## src/rtl/mips_mem_arbiter.sv

```systemverilog
// Arbiter for the mips_32 unified instruction/data memory: DM-priority with IF anti-starvation.
// Define MIPS_ARB_STATS_EN to add grant and contention statistics counters.
module mips_mem_arbiter #(
   parameter int unsigned AW         = 32,
   parameter int unsigned DW         = 32,
   parameter int unsigned MEM_LAT    = 1,
   parameter int unsigned STARVE_MAX = 4
) (
   input  logic          clock,
   input  logic          reset,
   input  logic          halted,
   input  logic          if_req,
   input  logic [AW-1:0] if_addr,
   output logic          if_gnt,
   output logic          if_rvalid,
   output logic [DW-1:0] if_rdata,
   input  logic          dm_req,
   input  logic          dm_we,
   input  logic [AW-1:0] dm_addr,
   input  logic [DW-1:0] dm_wdata,
   output logic          dm_gnt,
   output logic          dm_rvalid,
   output logic [DW-1:0] dm_rdata,
   output logic          mem_en,
   output logic          mem_we,
   output logic [AW-1:0] mem_addr,
   output logic [DW-1:0] mem_wdata,
   input  logic [DW-1:0] mem_rdata,
   output logic          busy
`ifdef MIPS_ARB_STATS_EN
   ,
   output logic [15:0]   if_grant_cnt,
   output logic [15:0]   dm_grant_cnt,
   output logic [15:0]   contend_cnt
`endif
);

   localparam int unsigned SW = (STARVE_MAX < 1) ? 1 : $clog2(STARVE_MAX + 1);
   localparam logic [SW-1:0] StarveLim = SW'(STARVE_MAX);
   localparam logic [3:0]    LatLim    = 4'(MEM_LAT);

   typedef enum logic [1:0] {StIdle, StAccess, StResp} state_e;

   state_e          state_q, state_d;
   logic            owner_q, owner_d;  // 1 = DM, 0 = IF
   logic            we_q, we_d;
   logic [AW-1:0]   addr_q, addr_d;
   logic [DW-1:0]   wdata_q, wdata_d;
   logic [3:0]      lat_q, lat_d;
   logic [SW-1:0]   starve_q, starve_d;
   logic [DW-1:0]   if_rdata_q, if_rdata_d;
   logic [DW-1:0]   dm_rdata_q, dm_rdata_d;
   logic            ifr, dmr, contend, pick_if, first;

   always_comb begin
      state_d    = state_q;
      owner_d    = owner_q;
      we_d       = we_q;
      addr_d     = addr_q;
      wdata_d    = wdata_q;
      lat_d      = lat_q;
      starve_d   = starve_q;
      if_rdata_d = if_rdata_q;
      dm_rdata_d = dm_rdata_q;
      ifr        = if_req & ~halted;
      dmr        = dm_req;
      contend    = ifr & dmr;
      pick_if    = 1'b0;
      unique case (state_q)
         StIdle: begin
            if (ifr || dmr) begin
               pick_if = ifr & (~dmr | ((STARVE_MAX != 0) && (starve_q == StarveLim)));
               owner_d = ~pick_if;
               we_d    = pick_if ? 1'b0 : dm_we;
               addr_d  = pick_if ? if_addr : dm_addr;
               wdata_d = pick_if ? '0 : dm_wdata;
               lat_d   = '0;
               state_d = StAccess;
               if (pick_if) begin
                  starve_d = '0;
               end else if (contend && (STARVE_MAX != 0) && (starve_q != StarveLim)) begin
                  starve_d = starve_q + 1'b1;
               end
            end
         end
         StAccess: begin
            // lat_q == MEM_LAT marks the cycle in which mem_rdata is valid
            if (lat_q == LatLim) begin
               lat_d   = '0;
               state_d = StResp;
               if (!we_q) begin
                  if (owner_q) dm_rdata_d = mem_rdata;
                  else         if_rdata_d = mem_rdata;
               end
            end else begin
               lat_d = lat_q + 1'b1;
            end
         end
         StResp:  state_d = StIdle;
         default: state_d = StIdle;
      endcase
   end

   always_ff @(posedge clock) begin
      if (reset) begin
         state_q    <= StIdle;
         owner_q    <= 1'b0;
         we_q       <= 1'b0;
         addr_q     <= '0;
         wdata_q    <= '0;
         lat_q      <= '0;
         starve_q   <= '0;
         if_rdata_q <= '0;
         dm_rdata_q <= '0;
      end else begin
         state_q    <= state_d;
         owner_q    <= owner_d;
         we_q       <= we_d;
         addr_q     <= addr_d;
         wdata_q    <= wdata_d;
         lat_q      <= lat_d;
         starve_q   <= starve_d;
         if_rdata_q <= if_rdata_d;
         dm_rdata_q <= dm_rdata_d;
      end
   end

   assign first     = (state_q == StAccess) && (lat_q == '0);
   assign if_gnt    = first & ~owner_q;
   assign dm_gnt    = first & owner_q;
   assign mem_en    = first;
   assign mem_we    = first & we_q;
   assign mem_addr  = addr_q;
   assign mem_wdata = wdata_q;
   assign if_rvalid = (state_q == StResp) & ~owner_q;
   assign dm_rvalid = (state_q == StResp) & owner_q;
   assign if_rdata  = if_rdata_q;
   assign dm_rdata  = dm_rdata_q;
   assign busy      = (state_q != StIdle);

`ifdef MIPS_ARB_STATS_EN
   always_ff @(posedge clock) begin
      if (reset) begin
         if_grant_cnt <= '0;
         dm_grant_cnt <= '0;
         contend_cnt  <= '0;
      end else begin
         if (if_gnt && (if_grant_cnt != 16'hffff)) if_grant_cnt <= if_grant_cnt + 16'd1;
         if (dm_gnt && (dm_grant_cnt != 16'hffff)) dm_grant_cnt <= dm_grant_cnt + 16'd1;
         if ((state_q == StIdle) && contend && (contend_cnt != 16'hffff)) begin
            contend_cnt <= contend_cnt + 16'd1;
         end
      end
   end
`endif

endmodule

```

## config.mk

```make
export PLATFORM = sky130hd
export DESIGN_NAME = mips_mem_arbiter
export DESIGN_NICKNAME = d
export VERILOG_FILES = /design/src/rtl/mips_mem_arbiter.sv
export SDC_FILE = /design/constraint.sdc
export NUM_CORES = 1
export LEC_CHECK = 0
export ABC_AREA = 1
export CAP_MARGIN = 0
export CELL_PAD_IN_SITES_DETAIL_PLACEMENT = 1
export CELL_PAD_IN_SITES_GLOBAL_PLACEMENT = 1
export CORE_UTILIZATION = 31
export DETAILED_ROUTE_END_ITERATION = 16
export GPL_ROUTABILITY_DRIVEN = 0
export GPL_TIMING_DRIVEN = 0
export MAX_ROUTING_LAYER = met4
export PLACE_DENSITY_LB_ADDON = 0.2
export RECOVER_POWER = 100
export SYNTH_ARGS = -nofsm -noshare
export SYNTH_HDL_FRONTEND = slang
export SYNTH_SLANG_ARGS = --single-unit
```

## constraint.sdc

```tcl
create_clock -name clock -period 2.9 [get_ports clock]
set_input_delay 0.29 -clock clock [delete_from_list [all_inputs] [get_ports clock]]
set_output_delay 0.29 -clock clock [all_outputs]
set_load 0.005 [all_outputs]
```

==> impl_metrics.toml, run 1 <==
[status]
status = "finished, final reports clean"

[sta]
setup_viol = 0
finalCriticalPeriod_ps = 2300
drv_slew = 0
timing.final.crit_share = 0.792
hold_violations = 0
tightest_slew_ps = 609
fmax_ghz = 0.435
maxSlewHeadroom = 0.594
rsz0062_at_grt = "false"
fin_skew_ps = 9.19
tns_ps = 0

[floorplanning]
chipWidth_um = 145
die-area_um2 = 21000
die_height_um = 145
core.rowCount = 51
start_util = 0.321
coreArea_um2 = 19800
ios = 269

[route]
via_count = 6876
wl_um = 21900
viasPerCell = 4.42
drcViolationCount = 0
dr.pass1.iters = 4
wl_per_cell_um = 14.1
initialDrtViolationCount = 160
postRouteAntennaNets = 0

[worst_setup_path]
path_buf_inv = 3
crit_arrival_ps = 2010
critPathKind = "register to output pin"
worst_setup_path_start_kind = "register"
crit_chain = "inv_1 > nand2_2 > inv_2 > nand3_1 > nor2_1 > dlygate4sd3_1"
crit_fanout = 7
path_delay_family = "buffers and inverters"
crit_path_max_incr_delay_ps = 630
endpoint_kind = "output pin"
cp_slowest_cell = "dlygate4sd3_1"
critPathRequiredTime_ps = 2610

[power_and_ir_drop]
peakVddDrop_mv = 0.374
leakage_nw = 4.73
powerDensity_nw_per_um2 = 526
finalPower_mw = 5.19

[finish]
n_fill_cell = 2587
drive_above_1_share = 0.0457
final_nets = 1414
areaGrowthSynthToFinish_pct = 55.5
multi_input_area_um2 = 2780
seqCellArea_um2 = 2780
layout_commonest_cell = "nor2_1"
layout_common_cells = "334 x nor2_1, 181 x nand2_1, 139 x dfxtp_1"

[cts]
post-cts-setup-buffer-count = 0
clock_sinks = 139
tritoncts = "done"
worstSkewPairLatency_ps = 420
hold_buffers = 0
cts-htree-levels = 4
path_clk_slew_ps = 60
cts_resized = 0
ctsRootBufferMaster = "clkbuf_16"
cts_buffer_depth = 2
tritoncts.num_buffers = 17

[global_route]
grt_pass1_wl_um = 35800
grt_antenna_before_repair = 1
grt_pass1_vias = 7001
grt_overflow = 0
grt_max_degree = 17
grt_use_total = 0.220

[synth]
syn_area_per_cell_um2 = 6.39
synthCells = 992
synth_area_leaders = "dfxtp_1 44%, nor2_1 20%, nand2_1 11%, inv_1 6.5%, nand3_1 6.1%"
synth_top_area_share = 0.439
ys_seq_elements = 139
synth_cell_types = 24
syn-num-nets = 1128
synth-async-reset-ratio = 0
synth_area_leader_cell = "dfxtp_1"
ys_warn_count = 0
yosysSeqAreaShare = 0.439
synth-main-ff-cell = "dfxtp_1"
syn_area_um2 = 6340
synth_edf_count = 0

[hold_path]
hold_class = "input port to register"

[placement]
io_buffers = 267
place_hpwl_um = 16900

[flow_run]
drv_cap = 0
-- per-layer routing --
metal  wire length (um)  GRT usage  share of wire
met3               1360     0.0607          0.062
met5                  0          -              0
met2              11000      0.384           0.50
met4                287     0.0612          0.013
met1               9330      0.244           0.43
-- cells in the mapped netlist (2+ instances only) --
| library cell | n |
|---|---|
| a21oi_1 | 41 |
| buf_1 | 7 |
| buf_2 | 26 |
| buf_4 | 5 |
| buf_6 | 7 |
| clkbuf_1 | 16 |
| dfxtp_1 | 139 |
| ha_1 | 2 |
| inv_1 | 110 |
| inv_2 | 2 |
| nand2_1 | 179 |
| nand2_2 | 3 |
| nand3_1 | 77 |
| nor2_1 | 332 |
| nor2_2 | 2 |
| nor2_4 | 2 |
| nor3_1 | 3 |
| o21ai_0 | 31 |
| o21ai_1 | 3 |
-- sequential cells by signal (all words and copies together), names as in the netlist --
| name | cells |
|---|---|
| owner_q | 1 |
| if_rdata | 32 |
| mem_wdata | 32 |
| mem_addr | 32 |
| state_q | 2 |
| lat_q | 4 |
| dm_rdata | 32 |
| starve_q | 3 |
| we_q | 1 |
-- final timing paths --
check	start	end	slack, ps	cells after the start
setup / recovery	state_q[1]$_SDFFE_PP0P_	if_gnt	600	6
hold / removal	reset	state_q[1]$_SDFFE_PP0P_	190	2
setup reg to reg	lat_q[1]$_SDFFE_PP0P_	if_rdata[17]$_SDFFE_PP0P_	650	8
hold reg to reg	dm_rdata[2]$_SDFFE_PP0P_	dm_rdata[2]$_SDFFE_PP0P_	470	2
-- report_power, final --
| part | internal (mW) | switching [mW] |
|---|---|---|
| clock | 1.22 | 0.912 |
| sequential | 2.03 | 0.0599 |
| combinational | 0.471 | 0.498 |
-- per-stage QoR --
stage               cells  utilization  setup slack, ps  area [um2]  hold WS (ps)
finish               1557        0.499              603        9860           193
global route         1557        0.499              368        9860           189
CTS                  1556        0.502              607        9920           179
detailed placement   1524        0.472              856        9350           468
global placement     1524        0.472              875        9350           463
floorplan             992            -             1450        6340           462
-- final cells by class --
type | instances | area share
sequential | 139 | 0.282
tap | 265 | 0.0336
buffer | 62 | 0.0294
antenna | 1 | 0.000254
timing repair buffer | 267 | 0.271
multi-input combinational | 678 | 0.282
clock buffer | 18 | 0.0445
inverter | 113 | 0.0430
clock inverter | 14 | 0.0138
-- kinds of logic (layout without fill, tap and decap cells) --
family	after synthesis	after routing	synth area share
DFF	139	139	0.439
AOI/OAI and AO/OA	75	75	0.0592
adders and majority gates	2	2	0.00394
other	0	1	0
buffers and inverters	175	474	0.120
xor gates and xnor gates	1	1	0.00138
and+or+nand+nor	600	600	0.377
No activity file was read; power rests on OpenSTA's default activity.
==> inputs of run 2 (changes only) <==
CORE_UTILIZATION = 29   (was 31)
clock period = 2.2 ns   (was 2.9 ns; I/O delays follow)
==> impl_metrics.toml, run 2 (synthesis results as in run 1) <==
[status]
status = "finished, final reports clean"

[power_and_ir_drop]
peakVddDrop_mv = 0.474
swShare = 0.265
powerDensity_nw_per_um2 = 712
combinationalPowerShare = 0.181
finalPower_mw = 7.06
p_clk_frac = 0.430
p_int_mw = 5.19
seqPwrFrac = 0.389
leakage_nw = 4.77
switching_power_mw = 1.87

[worst_setup_path]
critPathRequiredTime_ps = 1980
crit_chain = "inv_1 > nand2_2 > inv_2 > nand3_2 > nor2_1 > clkdlybuf4s50_1"
endpoint_kind = "output pin"
crit_arrival_ps = 1870
timing.rr.end = "if_rdata[14]$_SDFFE_PP0P_"
path_buf_inv = 3
reg2reg_slack_ps = 230
worst_setup_path_start_kind = "register"
critPathKind = "register to output pin"
cp_slowest_cell = "clkdlybuf4s50_1"
crit_fanout = 7
r2r.worst_path.cells = 7
r2r-start = "lat_q[0]$_SDFFE_PP0P_"
crit_path_max_incr_delay_ps = 550
path_delay_family = "buffers and inverters"

[flow_run]
drv_cap = 0

[cts]
clock_sinks = 139
cts_buffer_depth = 2
tritoncts = "done"
tritoncts.num_buffers = 17
cts-htree-levels = 4
worstSkewPairLatency_ps = 420
path_clk_slew_ps = 50
ctsRootBufferMaster = "clkbuf_16"
post-cts-setup-buffer-count = 0
hold_buffers = 0

[route]
wl_um = 21700
viasPerCell = 4.39
dr.pass1.iters = 4
drcViolationCount = 0
wl_per_cell_um = 13.9
initialDrtViolationCount = 137
via_count = 6873
postRouteAntennaNets = 0

[sta]
fin_skew_ps = 11.0
tightest_slew_ps = 573
tns_ps = 0
hold_violations = 0
fmax_ghz = 0.478
finalCriticalPeriod_ps = 2090
rsz0062_at_grt = "false"
timing.final.crit_share = 0.951
drv_slew = 0
maxSlewHeadroom = 0.618
setup_viol = 0

[finish]
n_fill_cell = 2779
areaGrowthSynthToFinish_pct = 56.5
drive_above_1_share = 0.0535
instances_no_fill = 1566
seqCellArea_um2 = 2780
finalInstanceArea_um2 = 9930
final_nets = 1414
multi_input_area_um2 = 2790
layout_common_cells = "334 x nor2_1, 180 x nand2_1, 138 x dfxtp_1"
finish.utilization = 0.468
layout_commonest_cell = "nor2_1"

[placement]
place_hpwl_um = 16900
io_buffers = 267
place_area_um2 = 9360
dpl.cell_count = 1534

[global_route]
grt_use_total = 0.204
grt_pass1_wl_um = 34400
grt_max_degree = 17
grt_antenna_before_repair = 2
grt_overflow = 0
grt_pass1_vias = 7028

[hold_path]
hold_depth = 2
hold_class = "input port to register"
hold_end = "starve_q[2]$_SDFFE_PP0P_"
hp-start = "reset"

[floorplanning]
ios = 269
start_util = 0.299
core.rowCount = 53
die-area_um2 = 22500
chipWidth_um = 150
coreArea_um2 = 21200
die_height_um = 150
==> run 2: through the flow <==
stage | hold WS [ps] | setup WS, ps
finish | 89.9 | 108
CTS | 72.6 | 42.9
floorplan | 424 | 746
global route | 94.1 | 15.0
detailed placement | 474 | 243
global placement | 459 | 295
==> run 2: power groups by stage <==
stage / sequential, mW / clock, mW / combinational [mW]
6_report: 2.75 / 3.03 / 1.28
5_1_grt: 2.77 / 3.22 / 1.44
4_1_cts: 2.76 / 3.13 / 1.38
3_5_place_dp: 2.81 / 0 / 1.37
3_3_place_gp: 2.81 / 0 / 1.35
2_1_floorplan: 2.82 / 0 / 0.602
==> run 2: layout make-up <==
class	count	area share
Multi-Input combinational cell	678	0.281
Sequential cell	139	0.280
Timing Repair Buffer	267	0.269
Clock buffer	17	0.0429
Inverter	113	0.0427
Tap cell	275	0.0347
Buffer	62	0.0305
Clock inverter	13	0.0190
Antenna cell	2	0.000504
==> run 2: layer usage <==
layer / GRT usage / routed length [um]
met5: - / 0
met4: 0.0687 / 414
met3: 0.0555 / 1430
met2: 0.348 / 10500
met1: 0.228 / 9360
==> run 2: what timing repair did <==
item,CTS,global route
resized for setup,3,3
setup endpoints to repair,4,3
pin swaps,0,0
==> run 2: how the worst max path moves through the flow <==
| stage | start | endpoint | slack, ps | depth (start not counted) |
|---|---|---|---|---|
| after floorplan | starve_q[0]$_SDFFE_PP0P_ | mem_addr[10]$_SDFFE_PP0P_ | 750 | 10 |
| after detailed placement | if_req | mem_addr[2]$_SDFFE_PP0P_ | 240 | 9 |
| after CTS | state_q[1]$_SDFFE_PP0P_ | if_gnt | 40 | 6 |
| after global routing | state_q[0]$_SDFFE_PP0P_ | mem_we | 20 | 5 |
| final | state_q[1]$_SDFFE_PP0P_ | dm_gnt | 110 | 6 |
| after global placement | dm_req | mem_addr[19]$_SDFFE_PP0P_ | 290 | 8 |
==> inputs of run 3 (changes only) <==
MAX_ROUTING_LAYER = not set   (was met4)
SKIP_LAST_GASP = 1   (was not set)
==> impl_metrics.toml, run 3 (synthesis results as in run 1) <==
[status]
status = "finished, final reports clean"

[finish]
drive_above_1_share = 0.0535
finish.utilization = 0.468
areaGrowthSynthToFinish_pct = 56.5
final_nets = 1414
layout_commonest_cell = "nor2_1"
layout_common_cells = "334 x nor2_1, 180 x nand2_1, 138 x dfxtp_1"
n_fill_cell = 2778

[sta]
drv_slew = 0
rsz0062_at_grt = "false"
fmax_ghz = 0.477
worst_hold_slack_ps = 86.7
setup_viol = 0
fin_skew_ps = 10.8
tns_ps = 0
hold_violations = 0
timing.final.crit_share = 0.954
finalCriticalPeriod_ps = 2100
tightest_slew_ps = 572
maxSlewHeadroom = 0.619

[floorplanning]
chipWidth_um = 150
die-area_um2 = 22500
ios = 269
die_height_um = 150
start_util = 0.299
core.rowCount = 53
coreArea_um2 = 21200

[global_route]
grt_overflow = 0
grt_use_total = 0.198
grt_pass1_vias = 7022
grt_max_degree = 17
grt_pass1_wl_um = 34500
grt_antenna_before_repair = 2

[power_and_ir_drop]
swShare = 0.265
combinationalPowerShare = 0.181
finalPower_mw = 7.06
p_clk_frac = 0.430
p_int_mw = 5.19
seqPwrFrac = 0.389
leakage_nw = 4.77
powerDensity_nw_per_um2 = 712
peakVddDrop_mv = 0.478
switching_power_mw = 1.87

[worst_setup_path]
critPathKind = "register to output pin"
endpoint_kind = "output pin"
crit_arrival_ps = 1880
crit_fanout = 7
worst_setup_path_start_kind = "register"
critPathRequiredTime_ps = 1980

[route]
viasPerCell = 4.37
postRouteAntennaNets = 0
dr.pass1.iters = 4
wl_per_cell_um = 13.9
via_count = 6849
initialDrtViolationCount = 141
drcViolationCount = 0
wl_um = 21700

[flow_run]
drv_cap = 0

[cts]
cts-htree-levels = 4
worstSkewPairLatency_ps = 420
tritoncts.num_buffers = 17
tritoncts = "done"
cts_buffer_depth = 2
clock_sinks = 139
path_clk_slew_ps = 50
ctsRootBufferMaster = "clkbuf_16"
hold_buffers = 0

[placement]
place_hpwl_um = 16900
io_buffers = 267

[hold_path]
hold_class = "input port to register"
run 3: cell counts in the layout (fill, tap and decap cells not counted):
No cell type changed its count.
run 3: path summary, 6_finish.rpt:
check                           startpoint                   endpoint  slack [ps]  cells past startpoint
setup / recovery   state_q[1]$_SDFFE_PP0P_                     dm_gnt         100                      6
hold / removal                       reset   starve_q[2]$_SDFFE_PP0P_          90                      2
setup reg to reg     lat_q[0]$_SDFFE_PP0P_  if_rdata[14]$_SDFFE_PP0P_         260                      7
hold reg to reg   dm_rdata[7]$_SDFFE_PP0P_   dm_rdata[7]$_SDFFE_PP0P_         480                      2
run 3: worst max-delay path, cell delays in order (launching register included):
cell	delay (ps)
dfxtp_1	310
inv_1	110
nand2_2	110
inv_2	140
nand3_2	140
nor2_1	110
clkdlybuf4s50_1	550
run 3: power by group through the flow:
stage / sequential [mW] / clock [mW] / combinational (mW)
after floorplan: 2.82 / 0 / 0.602
after global placement: 2.81 / 0 / 1.35
after detailed placement: 2.81 / 0 / 1.37
after CTS: 2.76 / 3.13 / 1.38
after global routing: 2.77 / 3.22 / 1.44
final: 2.75 / 3.03 / 1.28
run 3: timing repair:
action                     CTS  global route
gates resized for setup      3             3
setup endpoints to repair    4             3
pin swaps                    0             0
cloned                       0             0
setup buffers                0             0
run 3: area by class of cell:
class	instances	area [um2]	area share
clock inverter	13	189	0.0190
inverter	113	424	0.0427
sequential	139	2780	0.280
tap	275	344	0.0347
clock buffer	17	425	0.0429
timing repair buffer	267	2670	0.269
multi-input combinational	678	2790	0.281
buffer	62	303	0.0305
antenna	2	5.00	0.000504
run 3: through the flow:
stage	cell area (um2)	worst slack, ps	cells
after floorplan	6340	746	992
after global placement	9360	295	1534
after detailed placement	9360	243	1534
after CTS	9980	42.9	1564
after global routing	9920	14.8	1565
final	9930	102	1566
run 3: per-layer routing:
| metal | wire length, um | GRT usage |
|---|---|---|
| met5 | 0 | 0 |
| met4 | 405 | 0.0687 |
| met3 | 1540 | 0.0601 |
| met2 | 10600 | 0.348 |
| met1 | 9160 | 0.226 |
